<file path="config.mk">
export PLATFORM = sky130hd
export DESIGN_NAME = hazard_detection_unit
export DESIGN_NICKNAME = d
export VERILOG_FILES = /design/src/rtl/hazard_detection_unit.sv
export SDC_FILE = /design/constraint.sdc
export NUM_CORES = 1
export LEC_CHECK = 0
export BUFFER_PORTS_ARGS = -buffer_cell sky130_fd_sc_hd__buf_4
export CAP_MARGIN = 10
export CORE_MARGIN = 2
export CORE_UTILIZATION = 37
export CTS_CLUSTER_SIZE = 10
export DETAILED_ROUTE_END_ITERATION = 8
export HOLD_SLACK_MARGIN = 0.02
export PLACE_DENSITY = 0.68
export SLEW_MARGIN = 20
export SYNTH_ARGS = -nofsm -noshare
export SYNTH_HDL_FRONTEND = slang
export SYNTH_SLANG_ARGS = --single-unit
</file>
<file path="constraint.sdc">
create_clock -name CLK -period 1.7 [get_ports CLK]
set_clock_uncertainty 0.05 [all_clocks]
set_input_delay 0.255 -clock CLK [delete_from_list [all_inputs] [get_ports CLK]]
set_output_delay 0.255 -clock CLK [all_outputs]
set_load 0.01 [all_outputs]
</file>
<file path="src/rtl/hazard_detection_unit.sv">
// Load-use stall, memory-busy freeze and cache-switch drain control
// for the ID stage; feeds the flush unit and the global stall line.
module hazard_detection_unit #(
  parameter int unsigned LOAD_USE_STALL = 1,
  parameter int unsigned DRAIN_CYCLES   = 3
) (
  input  logic       CLK,
  input  logic       RESET,
  input  logic [4:0] id_rs1,
  input  logic [4:0] id_rs2,
  input  logic       id_uses_rs1,
  input  logic       id_uses_rs2,
  input  logic       ex_mem_read,
  input  logic [4:0] ex_rd,
  input  logic       bj_mux_select,
  input  logic       dmem_busy,
  input  logic       switch_req,
  input  logic       switch_done,
  output logic       hazard_detect,
  output logic       stall_all,
  output logic       switch_grant
);

  typedef enum logic [1:0] {
    RUN,
    LOAD_STALL,
    DRAIN,
    SWITCH
  } state_e;

  localparam logic [2:0] LU_CNT = 3'(LOAD_USE_STALL - 1);
  localparam logic [2:0] DR_CNT = 3'(DRAIN_CYCLES);
  localparam logic       LU_MULTI = (LOAD_USE_STALL > 1);

  state_e     state_q;
  logic [2:0] cnt_q;
  logic       rs1_hit;
  logic       rs2_hit;
  logic       lu_hit;
  logic       hz;

  assign rs1_hit = id_uses_rs1 && (id_rs1 == ex_rd);
  assign rs2_hit = id_uses_rs2 && (id_rs2 == ex_rd);
  assign lu_hit  = ex_mem_read && (ex_rd != 5'd0)
                && (rs1_hit || rs2_hit) && !bj_mux_select;

  always_ff @(posedge CLK or negedge RESET) begin
    if (!RESET) begin
      state_q <= RUN;
      cnt_q   <= 3'd0;
    end else if (!dmem_busy) begin
      unique case (state_q)
        RUN: begin
          if (lu_hit) begin
            if (LU_MULTI) begin
              state_q <= LOAD_STALL;
              cnt_q   <= LU_CNT;
            end
          end else if (switch_req) begin
            state_q <= DRAIN;
            cnt_q   <= DR_CNT;
          end
        end
        LOAD_STALL: begin
          if (bj_mux_select || cnt_q == 3'd1) begin
            state_q <= RUN;
            cnt_q   <= 3'd0;
          end else begin
            cnt_q <= cnt_q - 3'd1;
          end
        end
        DRAIN: begin
          if (!switch_req) begin
            state_q <= RUN;
            cnt_q   <= 3'd0;
          end else if (cnt_q == 3'd1) begin
            state_q <= SWITCH;
            cnt_q   <= 3'd0;
          end else begin
            cnt_q <= cnt_q - 3'd1;
          end
        end
        SWITCH: begin
          if (switch_done) begin
            state_q <= RUN;
          end
        end
      endcase
    end
  end

  always_comb begin
    hz = 1'b0;
    unique case (state_q)
      RUN:        hz = lu_hit;
      LOAD_STALL: hz = !bj_mux_select;
      DRAIN:      hz = 1'b1;
      SWITCH:     hz = 1'b1;
    endcase
  end

  // Memory freeze wins over any bubble request; reset clears all outputs.
  assign hazard_detect = RESET && !dmem_busy && hz;
  assign stall_all     = RESET && dmem_busy;
  assign switch_grant  = RESET && (state_q == SWITCH);

endmodule

</file>
==> impl_metrics.tcl <==
set metrics [dict create \
    worstSkewPairLatency_ns 0.24 \
    max_freq_mhz 560.1 \
    crit_path_end_kind "output pin" \
    hpwl_mm 1.248 \
    use_met1_pct 21.74 \
    synthArstFlopShare_pct 100.0 \
    p_leak_nw 0.4621 \
    portBuffers 26 \
    vias 627 \
    worst-setup-path-type "register to output pin" \
    layout_commonest_cell "buf_4" \
    maxCapViolations 0 \
    seqPwrFrac_pct 20.5 \
    cts_root_buffer "clkbuf_4" \
    postRouteAntennaNets 0 \
    ir_drop_uv 777.1 \
    slew_violations 0 \
    synth_edf_count 0 \
    antenna_found_initial 0 \
    rrSetupSlack_ns 0.04 \
    cts_buffer_depth 2 \
    layout_common_cells "buf_4, xnor2_1, inv_1, nand2_1, dfrtp_1" \
    dp.cells 119 \
    n_antenna_cell 0 \
    cts_tree "done" \
    grt_max_degree 9 \
    tightest_slew_ns 0.2550 \
    rsz0062_at_grt "yes" \
    ff2ff_path_depth 8 \
    finalSetupViolCount 1 \
    critPathRequiredTime_ns 1.39 \
    io_pins 27 \
    final_cells 126 \
    grt_use_total_pct 17.25 \
    path_max_fanout 4 \
    via_per_inst 4.976 \
    first_pass_iters 4 \
    power.switching_mw 0.4467 \
    ys_ff_latch 5 \
    intPower_mw 0.6883 \
    cts.sinks 5 \
    period_share_pct 105.0 \
    drive_gt1_share_pct 54.55 \
    relSlewSlack_pct 82.92 \
    grt-ovfl-total 0 \
    core-area_mm2 0.001489 \
    grtUsageMet2_pct 28.24 \
    cts_buffers 3 \
    syn_inst 67 \
    fin_tns_setup_ns -0.08549 \
    htreeDepth 1 \
    clkPwrFrac_pct 11.9 \
    worst_ep_arrival_time_ns 1.48 \
    clk_pin_slew_ns 0.04 \
    nets 142 \
    finalWeightedCongestion 0.8110 \
    rr_endpoint "state_q[0]$_DFFE_PN0P_" \
    endpoint "hazard_detect" \
    fin_crit_ns 1.785 \
    drt_iter0_drc 10 \
    dieWidth_um 43.61 \
    rr_startpoint "state_q[1]$_DFFE_PN0P_" \
    outcome "finished, violations left" \
    yosys_warnings 0 \
    drc 0 \
    yosysSeqAreaShare_pct 21.55 \
    ys.flop_type "dfrtp_1" \
    violations "negative setup slack" \
    startpoint_type "register" \
    routed_wl_mm 1.620 \
    synth_nets 98 \
    power.total_mw 1.135 \
    area_delta_synth_final_pct 72.84 \
    ys_types 25 \
    synth.cell_area_um2 580.6 \
    synth_area_per_cell_um2 8.665 \
    grt_pass1_wl_mm 2.415 \
    grt_pass1_vias 596 \
    met3_usage_pct 7.500 \
    start_util_pct 38.99 \
    finalHoldViolCount 0 \
    placed_area_um2 870.8 \
    die_area_mm2 0.001902 \
    wl_per_cell_um 12.86 \
    setup.worst_path.start "state_q[0]$_DFFE_PN0P_" \
    p_per_area_mw_per_mm2 1131 \
    die_h_um 43.61 \
    grt_most_used_layer "met2" \
    setup_slack_ns -0.08549 \
    place_ws_ns -0.1629 \
    row_count 14 \
    stdcell_area_mm2 0.001003 \
    combPwrFrac_pct 67.6 \
    hold_class "input pin to async pin" \
    p_sw_share_pct 39.36 \
]
==> how the worst min path moves through the flow <==
stage	end	slack, ns	cells past startpoint
after floorplan	cnt_q[0]$_DFFE_PN0P_	-0.09	0
after global placement	cnt_q[0]$_DFFE_PN0P_	0.02	1
after detailed placement	cnt_q[1]$_DFFE_PN0P_	0.02	1
after CTS	cnt_q[2]$_DFFE_PN0P_	0.31	2
after global routing	cnt_q[2]$_DFFE_PN0P_	0.30	2
final	cnt_q[2]$_DFFE_PN0P_	0.30	2
==> power by group through the flow <==
stage          combinational (mW)  clock, mW  sequential (mW)
2_1_floorplan               0.399          0            0.207
3_3_place_gp                0.602          0            0.218
3_5_place_dp                0.610          0            0.221
4_1_cts                     0.689      0.140            0.230
5_1_grt                     0.837      0.153            0.238
6_report                    0.768      0.135            0.232
==> stage by stage <==
step / hold WS [ns] / util, %
floorplan: -0.09059 / -
global placement: 0.01819 / 58.49
detailed placement: 0.01991 / 58.49
CTS: 0.3069 / 64.20
global route: 0.3015 / 67.40
finish: 0.3016 / 67.40
==> worst max-delay path: stages (launching register included) <==
cell     delay [ns]
dfrtp_2        0.41
inv_2          0.08
buf_6          0.12
ha_4           0.15
a21oi_2        0.09
a31oi_1        0.05
nor3b_1        0.19
buf_4          0.15
==> routing by layer <==
metal / vias up / wire length (µm)
met1: 282 / 721
met4: 0 / 31
met3: 6 / 102
met2: 20 / 764
met5: - / 0
li1: 319 / -
==> what timing repair did <==
action / CTS / global route
pin swaps: 2 / 9
gates cloned: 0 / 0
buffers inserted: 1 / 1
hold buffers: 1 / 0
gates resized for setup: 11 / 10
endpoints found under the hold margin: 5 / 0
endpoints found under the setup margin: 1 / 4
==> cell type report <==
cell class                 instances  area [µm²]
sequential                         5       126.4
timing repair buffer              39       299.0
clock buffer                       4       26.28
inverter                           7       26.28
multi-input combinational         55       505.5
tap                               16       20.02
fill                             129       485.5
==> state kept, by name, summed over array words and instances, names as in the netlist <==
| signal | count |
|---|---|
| cnt_q | 3 |
| state_q | 2 |
==> synth_stat cells (2+ instances only) <==
master    count  area [µm²]
xnor2_1      10       87.58
ha_1          7       87.58
inv_1         7       26.28
dfrtp_1       5       125.1
nand2_1       5       18.77
nor2_1        4       15.01
nor3b_1       3       22.52
o21ai_0       3       15.01
a21oi_1       2       10.01
a22o_1        2       17.52
and2_1        2       12.51
mux2_4        2       30.03
nand2b_1      2       12.51
nand4_1       2       12.51
==> cell families after synthesis <==
kind of cell | count (synthesis) | share of synthesized area [%]
AO/OA/AOI/OAI | 15 | 18.54
XOR/XNOR | 10 | 15.09
adder cells (fa/ha/maj) | 7 | 15.09
buffers and inverters | 7 | 4.527
flip-flops | 5 | 21.55
multiplexers | 3 | 6.897
AND/OR/NAND/NOR | 20 | 18.32
Note: power is estimated with default switching activity, not from simulation.
